### src/rtl/instr_pkg.sv
// Shared types and defaults for the instruction store and its sequencer.
package instr_pkg;

   localparam int OPCODE_W_DEF = 26;

   typedef enum logic [1:0] {
      CLEAR = 2'd0,
      IDLE  = 2'd1,
      LOAD  = 2'd2
   } store_state_t;

endpackage

### src/rtl/instr_store_if.sv
// Fetch and program-load bus of the instruction store; master drives requests, slave is the store.
interface instr_store_if
   import instr_pkg::*;
#(
   parameter int OPCODE_W = OPCODE_W_DEF,
   parameter int ADDR_W   = 4
);

   logic                fetch_en;
   logic [ADDR_W-1:0]   prog_pointer;
   logic [OPCODE_W-1:0] opcode;
   logic                opcode_valid;
   logic                addr_err;
   logic                load_start;
   logic [ADDR_W-1:0]   load_base;
   logic                load_valid;
   logic                load_last;
   logic [OPCODE_W-1:0] load_data;
   logic                load_ready;
   logic                load_done;
   logic [ADDR_W:0]     load_count;
   logic                busy;

   modport master (
      output fetch_en, prog_pointer, load_start, load_base, load_valid, load_last, load_data,
      input  opcode, opcode_valid, addr_err, load_ready, load_done, load_count, busy
   );

   modport slave (
      input  fetch_en, prog_pointer, load_start, load_base, load_valid, load_last, load_data,
      output opcode, opcode_valid, addr_err, load_ready, load_done, load_count, busy
   );

endinterface

### src/rtl/instr_store_ctrl.sv
// Store sequencer: post-reset clear, program load with auto-increment, write-port steering.
// Write port acts in the same cycle as the state; load_ready comes straight from the state register.
module instr_store_ctrl
   import instr_pkg::*;
#(
   parameter int OPCODE_W = OPCODE_W_DEF,
   parameter int DEPTH    = 16,
   parameter int ADDR_W   = $clog2(DEPTH)
) (
   input  logic                clk,
   input  logic                reset,
   input  logic                load_start,
   input  logic [ADDR_W-1:0]   load_base,
   input  logic                load_valid,
   input  logic                load_last,
   input  logic [OPCODE_W-1:0] load_data,
   output logic                load_ready,
   output logic                load_done,
   output logic [ADDR_W:0]     load_count,
   output logic                base_err,
   output logic                idle,
   output logic                busy,
   output logic                we,
   output logic [ADDR_W-1:0]   waddr,
   output logic [OPCODE_W-1:0] wdata
);

   localparam int                AW1       = ADDR_W + 1;
   localparam logic [ADDR_W-1:0] LAST_ADDR = ADDR_W'(DEPTH - 1);
   localparam logic [ADDR_W:0]   DEPTH_W   = AW1'(DEPTH);

   store_state_t      state_q, state_d;
   logic [ADDR_W-1:0] clr_q, clr_d;
   logic [ADDR_W-1:0] wr_q, wr_d;
   logic [ADDR_W:0]   cnt_q, cnt_d;
   logic              done_q, done_d;
   logic              err_q, err_d;
   logic              we_raw;
   logic              base_ok;

   assign base_ok = {1'b0, load_base} < DEPTH_W;

   always_comb begin
      state_d = state_q;
      clr_d   = clr_q;
      wr_d    = wr_q;
      cnt_d   = cnt_q;
      done_d  = 1'b0;
      err_d   = 1'b0;
      we_raw  = 1'b0;
      waddr   = clr_q;
      wdata   = '0;
      case (state_q)
         CLEAR: begin
            we_raw = 1'b1;
            clr_d  = clr_q + 1'b1;
            if (clr_q == LAST_ADDR) state_d = IDLE;
         end
         IDLE: begin
            if (load_start) begin
               cnt_d = '0;
               if (base_ok) begin
                  state_d = LOAD;
                  wr_d    = load_base;
               end else begin
                  err_d  = 1'b1;
                  done_d = 1'b1;
               end
            end
         end
         LOAD: begin
            if (load_valid) begin
               we_raw = 1'b1;
               waddr  = wr_q;
               wdata  = load_data;
               wr_d   = wr_q + 1'b1;
               cnt_d  = cnt_q + 1'b1;
               // The top slot ends a load even without load_last: no wrap-around.
               if (load_last || wr_q == LAST_ADDR) begin
                  state_d = IDLE;
                  done_d  = 1'b1;
               end
            end
         end
         default: state_d = CLEAR;
      endcase
   end

   always_ff @(posedge clk) begin
      if (reset) begin
         state_q <= CLEAR;
         clr_q   <= '0;
         wr_q    <= '0;
         cnt_q   <= '0;
         done_q  <= 1'b0;
         err_q   <= 1'b0;
      end else begin
         state_q <= state_d;
         clr_q   <= clr_d;
         wr_q    <= wr_d;
         cnt_q   <= cnt_d;
         done_q  <= done_d;
         err_q   <= err_d;
      end
   end

   // A word presented on the reset edge must not land in the array.
   assign we         = we_raw & ~reset;
   assign load_ready = (state_q == LOAD);
   assign idle       = (state_q == IDLE);
   assign busy       = (state_q != IDLE);
   assign load_done  = done_q;
   assign load_count = cnt_q;
   assign base_err   = err_q;

endmodule

### src/rtl/instr_store.sv
// Instruction memory: registered fetch (1-cycle latency, 1/cycle) by prog_pointer, out-of-range flagged.
// Fetches only honoured in IDLE; loads accepted one word per cycle via load_valid/load_ready.
module instr_store
   import instr_pkg::*;
#(
   parameter int OPCODE_W = OPCODE_W_DEF,
   parameter int DEPTH    = 16,
   parameter int ADDR_W   = $clog2(DEPTH)
) (
   input  logic       clk,
   input  logic       reset,
   instr_store_if.slave bus
);

   localparam int              AW1     = ADDR_W + 1;
   localparam logic [ADDR_W:0] DEPTH_W = AW1'(DEPTH);

   logic [OPCODE_W-1:0] mem [DEPTH];
   logic                we;
   logic [ADDR_W-1:0]   waddr;
   logic [OPCODE_W-1:0] wdata;
   logic                idle;
   logic                base_err;
   logic                ptr_ok;
   logic [OPCODE_W-1:0] opcode_q;
   logic                valid_q;
   logic                fetch_err_q;

   instr_store_ctrl #(
      .OPCODE_W (OPCODE_W),
      .DEPTH    (DEPTH),
      .ADDR_W   (ADDR_W)
   ) u_ctrl (
      .clk        (clk),
      .reset      (reset),
      .load_start (bus.load_start),
      .load_base  (bus.load_base),
      .load_valid (bus.load_valid),
      .load_last  (bus.load_last),
      .load_data  (bus.load_data),
      .load_ready (bus.load_ready),
      .load_done  (bus.load_done),
      .load_count (bus.load_count),
      .base_err   (base_err),
      .idle       (idle),
      .busy       (bus.busy),
      .we         (we),
      .waddr      (waddr),
      .wdata      (wdata)
   );

   assign ptr_ok = {1'b0, bus.prog_pointer} < DEPTH_W;

   always_ff @(posedge clk) begin
      if (we) mem[waddr] <= wdata;
   end

   always_ff @(posedge clk) begin
      if (reset) begin
         opcode_q    <= '0;
         valid_q     <= 1'b0;
         fetch_err_q <= 1'b0;
      end else begin
         valid_q     <= 1'b0;
         fetch_err_q <= 1'b0;
         if (idle && bus.fetch_en) begin
            valid_q <= 1'b1;
            if (ptr_ok) begin
               opcode_q <= mem[bus.prog_pointer];
            end else begin
               opcode_q    <= '0;
               fetch_err_q <= 1'b1;
            end
         end
      end
   end

   assign bus.opcode       = opcode_q;
   assign bus.opcode_valid = valid_q;
   assign bus.addr_err     = fetch_err_q | base_err;

endmodule
### src/flat_wrapper.sv
// flat-port wrapper written by rule: the top's interface ports become plain ports
module instr_store_flat import instr_pkg::*;
#(
   parameter int OPCODE_W = OPCODE_W_DEF,
   parameter int DEPTH    = 16,
   parameter int ADDR_W   = $clog2(DEPTH)
)
  (clk, reset, bus_fetch_en, bus_prog_pointer, bus_load_start, bus_load_base, bus_load_valid, bus_load_last, bus_load_data, bus_opcode, bus_opcode_valid, bus_addr_err, bus_load_ready, bus_load_done, bus_load_count, bus_busy);
  instr_store_if #(.OPCODE_W(OPCODE_W), .ADDR_W(ADDR_W)) bus_i ();
  input  logic clk;
  input  logic reset;
  input wire logic [$bits(bus_i.fetch_en)-1:0] bus_fetch_en;
  input wire logic [$bits(bus_i.prog_pointer)-1:0] bus_prog_pointer;
  input wire logic [$bits(bus_i.load_start)-1:0] bus_load_start;
  input wire logic [$bits(bus_i.load_base)-1:0] bus_load_base;
  input wire logic [$bits(bus_i.load_valid)-1:0] bus_load_valid;
  input wire logic [$bits(bus_i.load_last)-1:0] bus_load_last;
  input wire logic [$bits(bus_i.load_data)-1:0] bus_load_data;
  output wire logic [$bits(bus_i.opcode)-1:0] bus_opcode;
  output wire logic [$bits(bus_i.opcode_valid)-1:0] bus_opcode_valid;
  output wire logic [$bits(bus_i.addr_err)-1:0] bus_addr_err;
  output wire logic [$bits(bus_i.load_ready)-1:0] bus_load_ready;
  output wire logic [$bits(bus_i.load_done)-1:0] bus_load_done;
  output wire logic [$bits(bus_i.load_count)-1:0] bus_load_count;
  output wire logic [$bits(bus_i.busy)-1:0] bus_busy;
  assign bus_i.fetch_en = bus_fetch_en;
  assign bus_i.prog_pointer = bus_prog_pointer;
  assign bus_i.load_start = bus_load_start;
  assign bus_i.load_base = bus_load_base;
  assign bus_i.load_valid = bus_load_valid;
  assign bus_i.load_last = bus_load_last;
  assign bus_i.load_data = bus_load_data;
  assign bus_opcode = bus_i.opcode;
  assign bus_opcode_valid = bus_i.opcode_valid;
  assign bus_addr_err = bus_i.addr_err;
  assign bus_load_ready = bus_i.load_ready;
  assign bus_load_done = bus_i.load_done;
  assign bus_load_count = bus_i.load_count;
  assign bus_busy = bus_i.busy;
  instr_store #(.OPCODE_W(OPCODE_W), .DEPTH(DEPTH), .ADDR_W(ADDR_W)) u_core (.clk(clk), .reset(reset), .bus(bus_i));
endmodule
### config.mk
export PLATFORM = sky130hd
export DESIGN_NAME = instr_store_flat
export DESIGN_NICKNAME = d
export VERILOG_FILES = /design/src/rtl/instr_pkg.sv /design/src/rtl/instr_store_if.sv /design/src/rtl/instr_store_ctrl.sv /design/src/rtl/instr_store.sv /design/src/flat_wrapper.sv
export SDC_FILE = /design/constraint.sdc
export NUM_CORES = 1
export LEC_CHECK = 0
export CAP_MARGIN = 20
export CORE_MARGIN = 2
export CORE_UTILIZATION = 30
export CTS_BUF_LIST = sky130_fd_sc_hd__clkbuf_8
export CTS_CLUSTER_DIAMETER = 80
export DETAILED_ROUTE_END_ITERATION = 8
export PLACE_DENSITY = 0.56
export SYNTH_ARGS = -nofsm -noshare
export SYNTH_HDL_FRONTEND = slang
export SYNTH_SLANG_ARGS = --single-unit
### constraint.sdc
create_clock -name clk -period 4.6 [get_ports clk]
set_input_delay 0.69 -clock clk [delete_from_list [all_inputs] [get_ports clk]]
set_output_delay 0.69 -clock clk [all_outputs]
set_load 0.05 [all_outputs]
* Yosys cells after proc, flatten, opt, wreduce, memory -nomap -nowiden *
Memory sizes are Yosys's and may differ from the RTL's. A register that Yosys moved wholly into a read port is not among the register bits.
Index checks and enable logic that the tools add are counted.

cells by class
  $add $sub $neg = 3
  equal/unequal tests = 9
  multiplexer cells = 21
  bitwise operators = 4
  reductions and logical operators = 7

operators with widths
  kind                                                  number
  2-to-1 mux 26 bit                                     2
  2-to-1 mux 4 bit                                      4
  2-to-1 mux 5 bit                                      2
  one-hot mux 5 bit (2 select lines)                    1
  adder 4 x 1 -> 4 bit (second input constant)          2
  equality test 4 bit (second input constant)           2
  2-to-1 mux 2 bit                                      4
  one-hot mux 4 bit (2 select lines)                    1
  != test 2 bit (second input constant)                 3
  one-hot mux 2 bit (3 select lines)                    1
  adder 5 x 1 -> 5 bit (second input constant)          1
  2-to-1 mux 1 bit                                      5
  != test 2 x 1 -> 1 bit (second input constant)        2
  AND reduction 4 bit                                   1
  inverter 1 bit                                        3
  AND reduction 3 bit                                   1
  OR reduction 3 bit                                    1
  equality test 2 x 1 -> 1 bit (second input constant)  1
  equality test 2 bit (second input constant)           1
  zero test 2 bit                                       1
  one-hot mux 1 bit (2 select lines)                    1
  nonzero test 2 bit                                    1
  AND 1 bit                                             1
  logical AND 1 bit                                     1
  logical OR 1 bit                                      1

storage, ports and cells
  register bits after elaboration = 17
  memory bits (writable) = 416
  input port bits = 40
  logic and storage cells = 51
  memories = 1

memory list
  memory      depth  bits a word  rd ports  clocked after memory_dff  wr ports  RTL line           source
  u_core.mem  16     26           1         1                         1         instr_store.sv:18  logic [OPCODE_W-1:0] mem [DEPTH];

* Longest topological paths before layout *
  depth after elaboration = 5
  depth in mapped cells = 8
  depth with buffers taken out = 5

* Modules after synthesis *
Synthesis repeated with hierarchy kept, for this count alone.

unflattened totals
  cell total of the unflattened synthesis = 917
  area total of the unflattened synthesis = 17956.0 µm²

by module, submodules not included
  module            instances  cells an instance  area an instance (µm²)
  instr_store       1          780                16846.2
  instr_store_ctrl  1          137                1109.8

* Worst setup path before layout *
Ideal clock, no wire load.

  path kind = in2reg
  from = input port bus_load_valid
  to = memory u_core.mem[0][0] (netlist bit) (enable)
  setup time = 409 ps
  arrival time = 2661 ps
  data required time = 4191 ps
  slack = 1530 ps
  cell stages on the path = 4
  path buffers = 0
  path through = nand3b_4 mux2i_4 or4b_4 nor2_1

on the way
  longest elaborated chain between the ends = 5
  elaborated cells on any way between the ends = 7
  classes of those cells = mux (6); bitwise (1)

RTL lines
  what                                    RTL line                 source
  from (decl)                             flat_wrapper.sv:16       input wire logic [$bits(bus_i.load_valid)-1:0] bus_load_valid;
  2-to-1 mux 1 bit                        instr_store_ctrl.sv:72   if (load_valid) begin
  one-hot mux 1 bit (2 select lines)      instr_store_ctrl.sv:53   case (state_q)
  AND 1 bit                               instr_store_ctrl.sv:108  assign we = we_raw & ~reset;
  2-to-1 mux 1 bit                        instr_store.sv:55        if (we) mem[waddr] <= wdata;
  2-to-1 mux 1 bit (implied by the code)  instr_store.sv:55
  to (decl)                               instr_store.sv:18

Several ways; a longest one is shown, not always the timed one.

* Worst setup path in the final report *
  from = register u_core.u_ctrl.state_q[1]
  to = output port bus_load_ready

on the way
  longest elaborated chain between the ends = 1

RTL lines
  what                    RTL line                 source
  from (decl)             instr_store_ctrl.sv:32   store_state_t state_q, state_d;
  from (signal assigned)  instr_store_ctrl.sv:98   state_q <= state_d;
  equality test 2 bit     instr_store_ctrl.sv:109  assign load_ready = (state_q == LOAD);
  to (decl)               flat_wrapper.sv:22       output wire logic [$bits(bus_i.load_ready)-1:0] bus_load_ready;

No other way between the ends.

==> reports/metrics.csv <==
stage,metric,value,unit
yosys,Post-synth EDFFs,416,
final_layout,share of layout cells above drive strength 1,18.8,%
route,final WL,41500,um
cts,hold_buf cts,0,
run,Max Cap Viol,0,
place,worst slack at placement,1.00,ns
route,via count,8985,
critical_path,Crit path arrival time,2.69,ns
floorplanning,I/O pin cnt,76,
timing,RSZ-0062 raised after global routing,false,
global_routing,initial antenna violation count,2,
global_routing,vias in the first global route,9383,
final_layout,fin area,0.0209,mm2
cts,clock sink count,459,
cts,post-cts resize count,0,
final_layout,"most common cell after layout, fill and taps aside",edfxtp_1,
worst_hold_path,Hold Path Class,flip-flop to flip-flop,
timing,"Worst Setup Slack, final",1.22,ns
power_and_ir_drop,Pwr Density,386,mW/mm2
global_routing,pin count of the biggest net entering global routing,59,
global_routing,Total GRT Usage,13.6,%
cts,TritonCTS clock tree,done,
yosys,Cells after Synth,916,
final_layout,area grow syn2layout,17.1,%
yosys,Post-Syn Area,0.0179,mm2
critical_path,Crit Path Category,flip-flop to primary output,
floorplanning,Initial Util,30.3,%
power_and_ir_drop,Sw Share,21.8,%
cts,clock latency on the worst-skew pair,0.62,ns
place,DP Wirelength,24900,um
route,DR DRC count,0,
global_routing,first-pass GRT wire length,60900,um
critical_path,Crit. End Element,primary output,
yosys,"Avg Cell Area, Syn",19.5,um2
critical_path,CP Max Fanout,14,
power_and_ir_drop,Internal,6.32,mW
power_and_ir_drop,NetSw,1.76,mW
timing,fmax,0.296,GHz
cts,Clock Path Buffers,3,
critical_path,Required @ worst endpoint,3.91,ns
route,final antenna-violating net count,0,
route,vias per cell,4.82,
yosys,Main synth FF type,edfxtp_1,
cts,Post-CTS Setup Bufs,0,
power_and_ir_drop,Seq pwr share,56.2,%
floorplanning,Die Ht,248,um
final_layout,Post-Route Utilization,35.5,%
floorplanning,core area,0.0590,mm2
route,Detailed Route Iter0 Violations,685,
floorplanning,die width,248,um
final_layout,most frequent cells in the layout,"edfxtp_1, clkbuf_8, mux2i_1",
global_routing,Overflow after GRT,0,
cts,CTS H-tree lvls,3,
outcome,outcome,completed,
place,port buffer count,74,
power_and_ir_drop,combinational power share,4.0,%
yosys,Netlist cell types,53,
yosys,Async SR Flop Fraction,0,%
place,dpl cell area,0.0196,mm2
cts,CTS Root Cell,clkbuf_8,
timing,setup TNS,0,ns
power_and_ir_drop,VDD IR max,0.160,mV
floorplanning,Site Rows,89,
floorplanning,area of the die,0.0616,mm2
cts,"CTS clk-pin slew, worst paths",0.06,ns
timing,crit path time final,3.38,ns
timing,worst-margin pin slew,1.07,ns
yosys,sequential element share of the synthesized area,74.6,%
power_and_ir_drop,clock share of power,39.8,%
yosys,Seq cells post-synth,459,
cts,Num CTS Buffers,73,
timing,Final Max Slew Viols,0,
yosys,syn_nets,959,
timing,relative slew slack,28.7,%
final_layout,nets@finish,1077,
timing,Final Hold Vio Count,0,
critical_path,Worst Setup Start Kind,flip-flop,
route,DRT Pass-1 Iters,4,
power_and_ir_drop,Leakage,7.61,nW
place,routability cong.,0.745,
timing,final period utilization,73.4,%
route,routed length per placed instance,22.3,um
timing,Setup-failing EPs final,0,
timing,Clock Skews,0.0220,ns
yosys,Syn. warnings,0,
## flip-flops by register name, summed over array words and instances (netlist names)
register	flops
u_core.bus.opcode	26
u_core.bus.opcode_valid	1
u_core.mem	416
u_core.u_ctrl.clr_q	4
u_core.u_ctrl.load_count	5
u_core.u_ctrl.load_done	1
u_core.u_ctrl.state_q	2
u_core.u_ctrl.wr_q	4
## per-layer routing
layer / track usage (%) / share of wire, % / vias up
met2: 22.1 / 49 / 252
met4: 3.99 / 1.6 / 0
met3: 2.43 / 5.3 / 51
met1: 18.6 / 44 / 4704
li1: - / - / 3978
met5: 0 / 0 / -
## critical path, cell delays in order, from the launching register on
cell and delay [ns]:
dfxtp_1 0.65, or2b_1 0.39, inv_1 0.21, clkdlybuf4s50_1 0.84
## power groups by stage
stage	Combinational, mW	Clock [mW]	Sequential (mW)
floorplan	0.207	0	4.63
global placement	0.328	0	4.63
detailed placement	0.328	0	4.63
global route	0.344	3.50	4.54
CTS	0.328	3.32	4.54
finish	0.322	3.22	4.54
## kinds of logic (layout without fill, tap and decap cells)
| kind of cell | Yosys count | count (layout) | share of synthesized area (%) |
|---|---|---|---|
| AND/OR/NAND/NOR | 132 | 132 | 4.16 |
| XOR/XNOR | 6 | 6 | 0.294 |
| adder cells (fa/ha/maj) | 3 | 3 | 0.210 |
| buffers and inverters | 57 | 230 | 2.11 |
| other | 1 | 2 | 0.0210 |
| flip-flops | 459 | 459 | 74.6 |
| AO/OA/AOI/OAI | 100 | 100 | 3.93 |
| multiplexers | 158 | 158 | 14.7 |
## worst paths after layout
path,startpoint,to,slack [ns],cells after the start
min reg2reg,u_core.bus.opcode[11],u_core.bus.opcode[11],0.49,2
min,u_core.bus.opcode[11],u_core.bus.opcode[11],0.49,2
max,u_core.u_ctrl.state_q[1],bus_load_ready,1.22,3
max reg2reg,u_core.u_ctrl.state_q[1],u_core.mem[10][3],1.71,5
## through the flow
stage / std cells / total power [mW] / hold slack (ns)
floorplan: 916 / 4.83 / 0.493
global placement: 1731 / 4.96 / 0.463
detailed placement: 1731 / 4.96 / 0.486
CTS: 1861 / 8.18 / 0.500
global route: 1863 / 8.38 / 0.520
finish: 1863 / 8.08 / 0.489
## cell usage after synthesis, types with 2 or more instances
master / count / area share, %
xor2_1: 4 / 0.20
clkbuf_1: 11 / 0.23
inv_1: 5 / 0.10
buf_4: 7 / 0.29
and3b_1: 2 / 0.098
a31oi_1: 6 / 0.21
nor3_1: 4 / 0.11
buf_6: 10 / 0.63
dfxtp_1: 43 / 4.8
nand3_1: 9 / 0.25
mux4_1: 14 / 2.1
a32oi_1: 21 / 1.0
nor2_1: 32 / 0.67
o211ai_1: 5 / 0.21
edfxtp_1: 416 / 70
mux4_2: 64 / 8.1
nand2b_1: 26 / 0.91
a2bb2oi_1: 2 / 0.098
o21ai_1: 5 / 0.14
o2111ai_1: 6 / 0.29
and2_1: 28 / 0.98
buf_2: 18 / 0.50
a21oi_1: 7 / 0.20
o21ai_0: 21 / 0.59
nand2_1: 18 / 0.38
nor3b_1: 2 / 0.084
mux2i_1: 79 / 4.4
ha_1: 3 / 0.21
clkbuf_4: 2 / 0.084
a22oi_1: 22 / 0.92
xnor2_1: 2 / 0.098
## cell type report
type                       instances  area [um2]
fill                            5578       38100
sequential                       459       13400
multi-input combinational        400        4300
clock buffer                      83        1140
tap                              773         967
timing repair buffer              95         961
clock inverter                    47         208
inverter                           5        18.8
antenna                            1        2.50
Note: power is estimated with default switching activity, not from simulation.
